`src/rtl/wb_eq_multiband.sv`:
```
// wb_eq_multiband: multi-band FIR equaliser built around one time-multiplexed
// MAC. Coefficients, per-band gain/enable and bypass are set over Wishbone
// classic; the summed result is saturated to OW bits.
module wb_eq_multiband #(
  parameter int DW    = 8,
  parameter int TAPS  = 16,
  parameter int BANDS = 2,
  parameter int CW    = 10,
  parameter int GW    = 3,
  parameter int OW    = 24
) (
  input  logic          clk,
  input  logic          reset,
  input  logic [DW-1:0] datain,
  input  logic          RDYin,
  output logic [OW-1:0] dataout,
  output logic          RDYout,
  input  logic          wb_stb_i,
  input  logic          wb_cyc_i,
  input  logic          wb_we_i,
  input  logic [31:0]   wb_adr_i,
  input  logic [3:0]    wb_sel_i,
  input  logic [31:0]   wb_dat_i,
  output logic [31:0]   wb_dat_o,
  output logic          wb_ack_o
);

  localparam int TIW       = $clog2(TAPS);
  localparam int BIW       = (BANDS > 1) ? $clog2(BANDS) : 1;
  localparam int NCOEF     = BANDS * TAPS;
  localparam int CIW       = $clog2(NCOEF);
  localparam int AW        = DW + CW + TIW;
  // Wide enough that the largest shifted band sum of all bands never wraps.
  // The clamp below assumes TW > OW, which holds for any sensible parameter set.
  localparam int TW        = AW + (2**GW - 1) + $clog2(BANDS) + 1;
  localparam int GAIN_WORD = 2;   // 0x008
  localparam int COEF_WORD = 64;  // 0x100

  typedef enum logic [1:0] {S_IDLE, S_MAC, S_SAT, S_OUT} state_t;

  state_t state, state_nxt;

  // Sample path
  logic signed [DW-1:0] x_line [TAPS];
  logic [TIW-1:0]       tap_idx;
  logic [BIW-1:0]       band_idx;
  logic [CIW-1:0]       coef_idx;
  logic signed [AW-1:0] acc, acc_sum;
  logic signed [TW-1:0] total, band_ext, shifted;
  logic signed [DW+CW-1:0] prod;
  logic [CW-1:0]        coef_cur;
  logic [DW-1:0]        x_cur;
  logic [OW-1:0]        sat_val;
  logic                 last_tap, last_band, fits;
  logic [GW-1:0]        gain_snap [BANDS];
  logic [BANDS-1:0]     en_snap;
  logic                 bypass_snap;

  // Register file and bus
  logic signed [CW-1:0] coef_mem [NCOEF];
  logic [GW-1:0]        gain_reg [BANDS];
  logic [BANDS-1:0]     en_reg;
  logic                 bypass, overrun, overrun_set, busy;
  logic                 ack_q, wb_go;
  logic [9:0]           word;
  logic                 aligned, hit_ctrl, hit_status, hit_gain, hit_coef;
  logic [BIW-1:0]       gain_sel;
  logic [CIW-1:0]       coef_sel;
  logic [31:0]          rd_data;
  logic                 unused_bits;

  assign unused_bits = ^{wb_sel_i, wb_adr_i[31:12], wb_dat_i};

  assign busy        = (state != S_IDLE);
  assign overrun_set = RDYin && busy;
  assign last_tap    = (tap_idx == TIW'(TAPS - 1));
  assign last_band   = (band_idx == BIW'(BANDS - 1));

  // One product per MAC cycle; the coefficient is read live from the register file.
  // The true product fits DW+CW signed bits, so the low bits of the extended
  // operands' product are exact.
  assign coef_cur = coef_mem[coef_idx];
  assign x_cur    = x_line[tap_idx];
  assign prod     = $signed({{DW{coef_cur[CW-1]}}, coef_cur} * {{CW{x_cur[DW-1]}}, x_cur});
  assign acc_sum  = acc + {{TIW{prod[DW+CW-1]}}, prod};
  assign band_ext = {{(TW-AW){acc_sum[AW-1]}}, acc_sum};
  assign shifted  = band_ext <<< gain_snap[band_idx];
  assign fits     = (&total[TW-1:OW-1]) || ~(|total[TW-1:OW-1]);

  // Next-state logic of the sample sequencer.
  always_comb begin
    // NOTE: assigning a default before the case guarantees no latch is inferred.
    state_nxt = state;
    unique case (state)
      S_IDLE:  if (RDYin) state_nxt = S_MAC;
      S_MAC:   if (last_tap && last_band) state_nxt = S_SAT;
      S_SAT:   state_nxt = S_OUT;
      S_OUT:   state_nxt = S_IDLE;
      default: state_nxt = S_IDLE;
    endcase
  end

  // Output value: sign-extended newest sample in bypass, otherwise the clamped total.
  always_comb begin
    sat_val = total[OW-1:0];
    if (bypass_snap)   sat_val = {{(OW-DW){x_line[0][DW-1]}}, x_line[0]};
    else if (!fits)    sat_val = total[TW-1] ? {1'b1, {(OW-1){1'b0}}} : {1'b0, {(OW-1){1'b1}}};
  end

  // Sequencer state, delay line, accumulators and output registers.
  always_ff @(posedge clk) begin
    if (reset) begin
      state       <= S_IDLE;
      for (int i = 0; i < TAPS; i++) x_line[i] <= '0;
      for (int b = 0; b < BANDS; b++) gain_snap[b] <= '0;
      en_snap     <= '0;
      bypass_snap <= 1'b1;
      tap_idx     <= '0;
      band_idx    <= '0;
      coef_idx    <= '0;
      acc         <= '0;
      total       <= '0;
      dataout     <= '0;
      RDYout      <= 1'b0;
    end else begin
      // NOTE: clocked state uses non-blocking assignments so every register
      // samples pre-edge values, independent of statement order.
      state  <= state_nxt;
      RDYout <= 1'b0;
      unique case (state)
        S_IDLE: if (RDYin) begin
          for (int i = TAPS - 1; i > 0; i--) x_line[i] <= x_line[i-1];
          x_line[0]   <= datain;
          gain_snap   <= gain_reg;
          en_snap     <= en_reg;
          bypass_snap <= bypass;
          tap_idx     <= '0;
          band_idx    <= '0;
          coef_idx    <= '0;
          acc         <= '0;
          total       <= '0;
        end
        S_MAC: begin
          coef_idx <= coef_idx + CIW'(1);
          if (last_tap) begin
            if (en_snap[band_idx]) total <= total + shifted;
            acc      <= '0;
            tap_idx  <= '0;
            band_idx <= band_idx + BIW'(1);
          end else begin
            acc     <= acc_sum;
            tap_idx <= tap_idx + TIW'(1);
          end
        end
        S_SAT: begin
          dataout <= sat_val;
          RDYout  <= 1'b1;
        end
        default: ;
      endcase
    end
  end

  // Wishbone address decode (byte address, only [11:0] significant).
  assign word       = wb_adr_i[11:2];
  assign aligned    = (wb_adr_i[1:0] == 2'b00);
  assign hit_ctrl   = aligned && (word == 10'd0);
  assign hit_status = aligned && (word == 10'd1);
  assign hit_gain   = aligned && (int'(word) >= GAIN_WORD) && (int'(word) < GAIN_WORD + BANDS);
  assign hit_coef   = aligned && (int'(word) >= COEF_WORD) && (int'(word) < COEF_WORD + NCOEF);
  assign gain_sel   = BIW'(int'(word) - GAIN_WORD);
  assign coef_sel   = CIW'(int'(word) - COEF_WORD);
  assign wb_go      = wb_stb_i && wb_cyc_i && !ack_q;
  assign wb_ack_o   = wb_stb_i && wb_cyc_i && ack_q;

  // Read data mux; unmapped locations read 0xFF.
  always_comb begin
    rd_data = 32'h0000_00FF;
    if (hit_ctrl) begin
      rd_data = {31'd0, bypass};
    end else if (hit_status) begin
      rd_data = {30'd0, overrun, busy};
    end else if (hit_gain) begin
      rd_data            = '0;
      rd_data[GW-1:0]    = gain_reg[gain_sel];
      rd_data[8]         = en_reg[gain_sel];
    end else if (hit_coef) begin
      rd_data = {{(32-CW){coef_mem[coef_sel][CW-1]}}, coef_mem[coef_sel]};
    end
  end

  // Register file writes, registered read data, ack and sticky overrun.
  always_ff @(posedge clk) begin
    if (reset) begin
      ack_q    <= 1'b0;
      wb_dat_o <= '0;
      bypass   <= 1'b1;
      overrun  <= 1'b0;
      en_reg   <= '0;
      for (int b = 0; b < BANDS; b++) gain_reg[b] <= '0;
      // NOTE: the coefficient array is reset deliberately because software
      // relies on a defined all-zero filter after reset.
      for (int i = 0; i < NCOEF; i++) coef_mem[i] <= '0;
    end else begin
      ack_q <= wb_stb_i && wb_cyc_i && !ack_q;
      if (wb_go && !wb_we_i) wb_dat_o <= rd_data;
      if (wb_go && wb_we_i) begin
        if (hit_ctrl) begin
          bypass <= wb_dat_i[0];
          if (wb_dat_i[1]) overrun <= 1'b0;
        end
        if (hit_gain) begin
          gain_reg[gain_sel] <= wb_dat_i[GW-1:0];
          en_reg[gain_sel]   <= wb_dat_i[8];
        end
        if (hit_coef) coef_mem[coef_sel] <= wb_dat_i[CW-1:0];
      end
      // A new overrun in the same cycle as a clear wins.
      if (overrun_set) overrun <= 1'b1;
    end
  end

endmodule

```
`config.mk`:
```
export PLATFORM = sky130hd
export DESIGN_NAME = wb_eq_multiband
export DESIGN_NICKNAME = d
export VERILOG_FILES = /design/src/rtl/wb_eq_multiband.sv
export SDC_FILE = /design/constraint.sdc
export NUM_CORES = 1
export LEC_CHECK = 0
export ABC_CLOCK_PERIOD_IN_PS = 12900
export CAP_MARGIN = 20
export CORE_MARGIN = 3
export CORE_UTILIZATION = 48
export CTS_CLUSTER_DIAMETER = 80
export DETAILED_ROUTE_END_ITERATION = 16
export GPL_TIMING_DRIVEN = 0
export PLACE_DENSITY = 0.74
export RECOVER_POWER = 100
export SLEW_MARGIN = 20
export SYNTH_ARGS = -nofsm -noshare
export SYNTH_HDL_FRONTEND = slang
export SYNTH_SLANG_ARGS = --single-unit
```
`constraint.sdc`:
```
create_clock -name clk -period 12.9 [get_ports clk]
set_input_delay 2.58 -clock clk [delete_from_list [all_inputs] [get_ports clk]]
set_output_delay 2.58 -clock clk [all_outputs]
set_load 0.03 [all_outputs]
```
---- Yosys cells after proc, flatten, opt, wreduce, memory -nomap -nowiden ----
Memories as Yosys holds them, arrays and structs flattened. A register that Yosys moved wholly into a read port is not among the register bits.
Index checks and enable logic that the tools add are counted.
word-level totals
  register bits ........................... 142
  bits in writable memories ............... 448
  input bits .............................. 82
  output and inout port bits .............. 58
  logic and storage cells ................. 184
  memories ................................ 2
cells by class
  add/subtract/negate cells ............... 7
  multiply operators ...................... 1
  $lt $le $gt $ge ......................... 10
  equality and inequality tests ........... 9
  shifts and indexed selects .............. 1
  multiplexer cells ....................... 79
  bitwise logic cells ..................... 19
  reductions and logical operators ........ 37
memories
  name      words  width  read ports  clocked after memory_dff  write ports  line  text
  coef_mem  32     10     2           1                         32           60    logic signed [CW-1:0] coef_mem [NCOEF];
  x_line    16     8      16          1                         16           44    logic signed [DW-1:0] x_line [TAPS];
operators by type and width
  cell                                                                                  number
  32-bit two-way mux                                                                    4
  8-bit two-way mux                                                                     16
  31-bit two-way mux                                                                    3
  24-bit two-way mux                                                                    3
  31-bit one-hot mux with 2 select lines                                                1
  22-bit two-way mux                                                                    2
  22-bit one-hot mux with 2 select lines                                                1
  31-bit adder                                                                          1
  22-bit by 3-bit <<< shifter with 31-bit output                                        1
  1-bit two-way mux                                                                     23
  22-bit adder                                                                          1
  3-bit two-way mux                                                                     7
  5-bit two-way mux                                                                     4
  10-bit by 8-bit multiplier with 18-bit output                                         1
  4-bit two-way mux                                                                     4
  1-bit OR                                                                              16
  1-bit logical AND                                                                     15
  10-bit by 1-bit equality test with 1-bit output, second input constant                1
  10-bit by 2-bit greater-or-equal comparator with 1-bit output, second input constant  1
  10-bit by 7-bit greater-or-equal comparator with 1-bit output, second input constant  1
  10-bit logical NOT                                                                    1
  10-bit by 3-bit < comparator with 1-bit output, second input constant                 1
  10-bit by 7-bit < comparator with 1-bit output, second input constant                 1
  10-bit two-way mux                                                                    1
  34 further kinds                                                                      53

---- Depth between registers and ports, before layout ----
Gate-level depths: netlist of run 1.
  word-level depth ........................ 9
  mapped depth ............................ 46
  mapped depth without buffers ............ 43

---- Least setup slack after synthesis of run 1 ----
Ideal clock, no wire load.
  kind .................................... register -> register
  start ................................... register (tool-made name)
  end ..................................... register total[30]
  setup time .............................. 67 ps
  arrival time ............................ 9,695 ps
  data required time ...................... 12,833 ps
  setup slack ............................. 3,137 ps
  stages on the path, launching flop included .. 43
  path buffers ............................ 3
  period minus slack after synthesis ...... 9,763 ps
  path through ............................ dfxtp_1 > buf_2 > buf_2 > buf_2 > mux4_2 > mux2_2 > o21ai_1 > nor2_1 > fa_1 > inv_1 > fa_1 > inv_1 > fa_1 > inv_1 > fa_1 > inv_1 > ha_1 > o21ai_0 > (+7 left out) > ha_1 > or2_2 > nor2_1 > o21ai_0 > a31oi_1 > o221ai_1 > xor3_2 > o311ai_0 > o22ai_1 > ha_1 > nand2_1 > nand2_1 > or3_1 > o311ai_1 > o21ai_1 > xnor2_1 > mux2_4 > a21oi_2
RTL lines
  item                  line  text
  end signal, assigned  146   if (en_snap[band_idx]) total <= total + shifted;
  end, declared         49    logic signed [TW-1:0] total, band_ext, shifted;

==> flow_summary.yaml, run 1 <==
worst_setup_path:
  ff2ff_setup_slack_ns: 0.59
  worstSetupPathType: "flip-flop to flip-flop"
  worstPathRequired_ns: 13.41
  crit_path_end_kind: "flip-flop"
  cp_data_arrival_time_ns: 12.82
  cpMaxStageDelayCell: "clkbuf_1"
  r2r-end: "total[30]"
  startpoint_type: "flip-flop"
  path_max_fanout: 10
  critPathMaxStageDelay_ns: 0.95
  reg2regPathDepth: 42
place:
  gp_congestion: 1.017
  portBuffers: 91
  dp_hpwl_um: 78500
sta:
  relSlewSlack: -1.632
  tightest_slew_ns: 3.949
  fin_crit_ns: 12.31
  skew_ns: 0.04686
  final-setup-viol-count: 0
  fmax_mhz: 81.24
  drv_slew: 131
  fin_crit_sh: 0.9542
  hold_violations: 0
  setup_tns_ns: 0
  rsz0062_at_grt: "false"
synthesis:
  avgSynthCellArea_um2: 12.01
  synth_area_um2: 34040
  syn_nets: 3073
  ys_seq_area_frac: 0.4711
  yosys_register_bits: 577
  ys_warn_count: 0
  postSynth.asyncResetShare: 0
  netlist_instances: 2833
  synth_ff_type: "edfxtp_1"
  ys_types: 78
  synth_edf_count: 448
clock_tree:
  clkTransAtPathRegs_ns: 0.06
  cts.sinks: 577
  ctsResizeCount: 0
  htree_num_levels: 3
  numCtsBuffers: 66
  clock_latency_ns: 0.63
  ctsRootBufferMaster: "clkbuf_16"
  ctsHoldBuffers: 0
  cts_tree: "done"
  clock_path_buffers: 3
  cts_setup_buffers: 0
run_status:
  violations: "capacitance limit, slew limit"
  status: "finished with violations"
grt:
  antenna_found_initial: 5
  overflow: 0
  grt_max_degree: 74
  grt_pass1_wl_um: 159400
  grt_use_total: 0.2890
  first_global_vias: 25078
layout:
  top_register: "coef_mem"
  largest_reg_flops: 320
  nets: 3234
  reg_top3: "coef_mem x320, x_line x128, total x31"
  area_growth_pct: 12.83
  drive_gt1_frac: 0.1340
die:
  ios: 140
  start_util: 0.4852
  die_width_um: 272.3
  die-area_um2: 74140
  die_h_um: 272.3
  rows: 97
  core_um2: 70150
hold_path:
  hold_depth: 2
  min_to: "acc[13]"
  min_from: "acc[13]"
  hp-class: "flip-flop to flip-flop"
drt:
  vias_per_cell: 6.204
  routed_wl_um: 107400
  ant_nets: 0
  vias: 24735
  drt-initial-drc-count: 3026
  dr.pass1.iters: 6
  drc: 0
  wl_per_cell_um: 26.93
job:
  cap_violations: 2
-- routing by layer --
| metal | part of all wire | global-route usage | up-vias |
|---|---|---|---|
| met2 | 0.45 | 0.4426 | 1469 |
| li1 | - | - | 10602 |
| met3 | 0.12 | 0.08228 | 316 |
| met4 | 0.054 | 0.1406 | 4 |
| met1 | 0.38 | 0.3798 | 12344 |
| met5 | 0.00025 | 0 | - |
-- cell usage after synthesis (all sizes together) (4+ instances only) --
cell type	count	area, um^2
and2	455	2846
edfxtp	448	13450
nor2	233	874.6
mux4	213	4797
clkbuf	151	566.8
nand2	146	548.0
dfxtp	129	2582
a21oi	117	589.3
o21ai	107	543.0
inv	105	394.1
ha	89	1114
mux2i	76	764.5
fa	69	1381
buf	61	346.6
or2	48	300.3
a22oi	40	300.3
xnor2	32	287.8
xor2	29	254.0
nor3	25	125.1
nand3	24	120.1
a211oi	20	160.2
a21o	19	142.6
nor2b	18	112.6
a22o	16	140.1
nand2b	16	100.1
mux2	14	161.4
a31oi	13	81.33
nand4	12	75.07
and3	11	68.82
nand3b	9	67.56
nor4	7	43.79
a21boi	6	45.05
o21a	6	45.04
o211ai	5	37.54
o22ai	5	31.28
or3	5	31.28
a211o	4	35.03
a311oi	4	35.03
o21bai	4	30.03
-- worst max-delay path, delay by kind of cell (launching register included) --
| family | cells | cell delay, ns |
|---|---|---|
| and+or+nand+nor | 8 | 1.21 |
| adders and majority gates | 7 | 3.06 |
| xor gates and xnor gates | 3 | 0.83 |
| buffers and inverters | 6 | 1.56 |
| AOI/OAI and AO/OA | 11 | 2.44 |
| DFF | 1 | 0.31 |
| muxes | 7 | 2.79 |
-- cells by family after synthesis --
kind of cell,synth area share
flip-flops,0.4711
AO/OA/AOI/OAI,0.07437
AND/OR/NAND/NOR,0.1578
adder cells (fa/ha/maj),0.07330
buffers and inverters,0.03864
multiplexers,0.1681
XOR/XNOR,0.01665
-- metrics by stage --
step,hold slack [ns],setup WS [ns],area (um^2),std cells,util
after floorplan,0.4315,3.137,34040,2833,-
after global placement,0.4472,1.122,36120,3864,0.5149
after detailed placement,0.4554,0.9308,36190,3866,0.5158
after CTS,0.4712,0.8412,38450,3985,0.5481
after global routing,0.4886,0.06038,38400,3985,0.5474
final,0.4691,0.5912,38400,3987,0.5475
-- final cells by class --
| type | instances | area [um^2] |
|---|---|---|
| Antenna cell | 2 | 5.005 |
| Buffer | 212 | 917.1 |
| Clock buffer | 86 | 1851 |
| Clock inverter | 33 | 409.1 |
| Fill cell | 5873 | 31750 |
| Inverter | 107 | 402.9 |
| Multi-Input combinational cell | 1937 | 16680 |
| Sequential cell | 577 | 16040 |
| Tap cell | 940 | 1176 |
| Timing Repair Buffer | 93 | 929.6 |
-- placed cells by master (no fill, tap or decap), drive strengths merged, types with 89 or more instances in the layout --
| master | count |
|---|---|
| a21oi | 117 |
| and2 | 455 |
| nand2 | 146 |
| ha | 89 |
| mux4 | 213 |
| nor2 | 233 |
| clkbuf | 246 |
| dfxtp | 129 |
| o21ai | 107 |
| inv | 110 |
| edfxtp | 448 |
-- worst max-delay path by stage --
stage	startpoint	end	slack, ns	cells after the start
after floorplan	flip-flop	total[30]	3.14	42
after global placement	flip-flop	total[30]	1.12	41
after detailed placement	flip-flop	total[30]	0.93	41
after CTS	flip-flop	total[30]	0.84	41
after global routing	flip-flop	total[30]	0.06	40
final	flip-flop	total[30]	0.59	42
Power of run 1 is not shown: default switching activity piles up to over one toggle a cycle in this logic, so the estimate is an artifact.
==> inputs of run 2 (changes only) <==
--- a/config.mk
+++ b/config.mk
@@ -9,6 +9,7 @@
 export CAP_MARGIN = 20
 export CORE_MARGIN = 3
 export CORE_UTILIZATION = 48
+export CTS_BUF_LIST = sky130_fd_sc_hd__clkbuf_4 sky130_fd_sc_hd__clkbuf_8 sky130_fd_sc_hd__clkbuf_16
 export CTS_CLUSTER_DIAMETER = 80
 export DETAILED_ROUTE_END_ITERATION = 16
 export GPL_TIMING_DRIVEN = 0
==> constraint.sdc (replaced) <==
create_clock -name clk -period 12.9 [get_ports clk]
set_input_delay 2.58 -clock clk [delete_from_list [all_inputs] [get_ports clk]]
set_output_delay 2.58 -clock clk [all_outputs]
set_load 0.01 [all_outputs]
==> flow_summary.yaml, run 2 (synthesized netlist as in run 1, its figures left out) <==
run_status:
  status: "finished with violations"
  violations: "capacitance limit, slew limit"
drt:
  dr.pass1.iters: 7
  ant_nets: 0
  wl_per_cell_um: 26.86
  vias: 24848
  routed_wl_um: 107100
  drt-initial-drc-count: 3254
  vias_per_cell: 6.231
  drc: 0
layout:
  fillCellCount: 5864
  largest_reg_flops: 320
  top_register: "coef_mem"
  fin_util: 0.5483
  final_common_cell: "edfxtp_1"
  reg_top3: "coef_mem x320, x_line x128, total x31"
  area_growth_pct: 13.00
  drive_gt1_frac: 0.1379
  final_cell_mix: "448 x edfxtp_1, 302 x and2_0, 233 x nor2_1"
  nets: 3235
place:
  dp_hpwl_um: 78500
  detailedPlace.worstSlack_ns: 0.9308
  portBuffers: 91
  gp_congestion: 1.017
grt:
  grt_use_total: 0.2886
  grt_max_degree: 74
  antenna_found_initial: 6
  overflow: 0
  first_global_vias: 25082
  grt_pass1_wl_um: 159300
sta:
  final-setup-viol-count: 0
  drv_slew: 131
  hold_violations: 0
  tightest_slew_ns: 3.951
  fin_crit_sh: 0.9541
  fmax_mhz: 81.25
  relSlewSlack: -1.634
  setup_ws_ns: 0.5924
  skew_ns: 0.04509
  fin_crit_ns: 12.31
  rsz0062_at_grt: "false"
  setup_tns_ns: 0
clock_tree:
  ctsRootBufferMaster: "clkbuf_16"
  htree_num_levels: 3
  cts_setup_buffers: 0
  cts.sinks: 577
  clock_path_buffers: 3
  ctsHoldBuffers: 0
  numCtsBuffers: 66
  clkTransAtPathRegs_ns: 0.06
  ctsResizeCount: 0
  cts_tree: "done"
  clock_latency_ns: 0.62
die:
  die_width_um: 272.3
  core_um2: 70150
  ios: 140
  start_util: 0.4852
  die_h_um: 272.3
  die-area_um2: 74140
  rows: 97
worst_setup_path:
  crit_path_end_kind: "flip-flop"
  worstPathRequired_ns: 13.41
  cpLargestDelayFamily: "adder cells"
  cp_data_arrival_time_ns: 12.82
  cpMaxStageDelayCell: "clkbuf_1"
  path_buf_inv: 6
  critical_path_depth: 41
  path_max_fanout: 10
  ff2ff_setup_slack_ns: 0.59
  startpoint_type: "flip-flop"
  critPathMaxStageDelay_ns: 0.92
  reg2regPathDepth: 41
  r2r-end: "total[30]"
  worstSetupPathType: "flip-flop to flip-flop"
hold_path:
  min_to: "acc[13]"
  hp-class: "flip-flop to flip-flop"
  hold_depth: 2
  min_from: "acc[13]"
job:
  cap_violations: 2
[run 2: cell count changes in the layout (fill, tap and decap cells not counted)]
cell and change:
clkbuf_4 +33, buf_4 -22, clkdlybuf4s50_1 +22, dlygate4sd3_1 -22
clkbuf_1 -12, o21ai_0 -2, o21ai_1 +2, and2_0 -1
and2_1 +1, buf_1 +1, buf_8 +1
[run 2: area by class of cell]
type,count,area (um^2),area share
Antenna cell,2,5.005,0.0001301
Buffer,212,917.1,0.02385
Clock buffer,86,1892,0.04919
Clock inverter,33,409.1,0.01064
Inverter,107,402.9,0.01048
Multi-Input combinational cell,1937,16680,0.4337
Sequential cell,577,16040,0.4169
Tap cell,940,1176,0.03058
Timing Repair Buffer,94,944.7,0.02456
[run 2: how the worst max path moves through the flow]
| stage | startpoint | endpoint | slack [ns] |
|---|---|---|---|
| floorplan | flip-flop | total[30] | 3.14 |
| global placement | flip-flop | total[30] | 1.12 |
| detailed placement | flip-flop | total[30] | 0.93 |
| CTS | flip-flop | total[30] | 0.84 |
| global route | flip-flop | total[30] | 0.09 |
| finish | flip-flop | total[30] | 0.59 |
[run 2: per-layer routing]
metal,routed length [um],global-route usage,vias to the layer above
met2,48000,0.4420,1532
met4,5562,0.1392,4
met5,22,0,-
met3,12200,0.08069,311
li1,-,-,10599
met1,41320,0.3807,12402
[run 2: stage by stage]
stage               hold slack (ns)  instance area [um^2]  std cells
finish                       0.4691                 38460       3988
global route                 0.4886                 38460       3986
CTS                          0.4712                 38490       3985
detailed placement           0.4554                 36190       3866
global placement             0.4472                 36120       3864
floorplan                    0.4315                 34040       2833
[run 2: tightest hold or removal path, cell delays in order (launching register included)]
cell     delay, ns
dfxtp_1       0.33
nand2_1       0.05
o21ai_0       0.06
Power of run 2 is left out for the same reason.
==> patch, RTL diff (config.mk and constraints of run 1) <==
Encoding of `state_t`: now one-hot (4 bits for 4 states).
--- a/src/rtl/wb_eq_multiband.sv
+++ b/src/rtl/wb_eq_multiband.sv
@@ -36,7 +36,7 @@
   localparam int GAIN_WORD = 2;   // 0x008
   localparam int COEF_WORD = 64;  // 0x100
 
-  typedef enum logic [1:0] {S_IDLE, S_MAC, S_SAT, S_OUT} state_t;
+  typedef enum logic [3:0] {S_IDLE = 4'b0001, S_MAC = 4'b0010, S_SAT = 4'b0100, S_OUT = 4'b1000} state_t;
 
   state_t state, state_nxt;
 
Check against the original RTL: same outputs for any inputs over 4 cycles, from zero or initial values and one cycle with reset high; so few cycles prove little.
==> patch against run 1 <==
  * Final cell count is 0.85% higher
  * Worst setup slack got worse by 130 ps
  * First-iteration DRC count is 0.13% lower
  * Critical path depth increased by 2
  * Design area is 0.18% lower
  * Sequential cell count increased by 2
  * Area after synthesis up 0.45%
  * Wire length fell by 4.5%
  * The flow still finishes with violations (capacitance limit, slew limit)
  * Utilization fell by 0.19 points
  * Maximum frequency fell by 1.0%
==> patch: results (changes against run 1) <==
Signal buf overhead=4.889% (+0.080 points); met1 WL=39,610 um (-3.3%); FF-to-FF path depth=44 (+4.8%); fin crit share=96.42% (+1.0 points); outcome=finished with violations; initial antenna violation count=3 (-2); clk_buf instances=81 (-5.8%); Unique masters post-synth=79 (+1.3%); max cap viols=2 (unchanged); Placed Cells=3,905 (+1.0%); Starting DRT DRC Count=3,022 (-0.13%); CTS Buf Count=61 (-7.6%); GR Util All Layers=27.37% (-1.5 points); Setup WS pre-CTS=393.2 ps (-537.7 ps); Fillers=5,893 (+0.34%); I/O Buffers=90 (-1.1%); CP max stage delay=780 ps (-170 ps); Non-CTS buffers=315 (+3.3%); largest net degree at the start of global routing=71 (-4.1%); Worst Skew=92.98 ps (+46.11 ps); post-synthesis sequential area ratio=47.02% (-0.095 points); Synth area leaders=edfxtp_1, mux4_2, and2_1; worst skew pair latency=690 ps (+60 ps); FF+latch area=16,080 um^2 (+0.25%); Final GP Congestion=1.024 (+0.65%); violated checks=capacitance limit, slew limit; Final Net Count=3,266 (+0.99%); worst rel slew slack=-147.3% (+16 points); Net Count, Synth=3,111 (+1.2%); wire length on met2=45,950 um (-4.6%); final core occ=54.56% (-0.19 points); Final Max Slew Viols=132 (+0.76%); Data arrival, critical path=12,990 ps (+170 ps); post-DR vias/cell=6.074 (-2.1%)
[patch: power groups by stage]
stage          Clock [mW]  Sequential, mW  Combinational, mW
3_3_place_gp            0            2.18               1.89
6_report             1.79            2.14               1.94
3_5_place_dp            0            2.18               1.91
5_1_grt              1.87            2.15               2.10
4_1_cts              1.79            2.14               1.92
2_1_floorplan           0            2.16               1.41
[patch: how the worst min path moves through the flow]
stage / cells past startpoint / end
after global placement: 2 / en_snap[1]$_SDFFE_PP0P_
after CTS: 2 / gain_snap[1]$_SDFFE_PP0P_
after global routing: 2 / gain_snap[1]$_SDFFE_PP0P_
final: 2 / gain_snap[1]$_SDFFE_PP0P_
after detailed placement: 2 / en_snap[0]$_SDFFE_PP0P_
after floorplan: 1 / ack_q$_SDFF_PP0_
[patch: cell families after synthesis]
kind of cell,share of synthesized area (%)
xor+xnor,1.636
fa+ha+maj,7.187
buf+inv,3.978
mux,16.54
compound gates,7.520
flops,47.02
simple gates,16.12
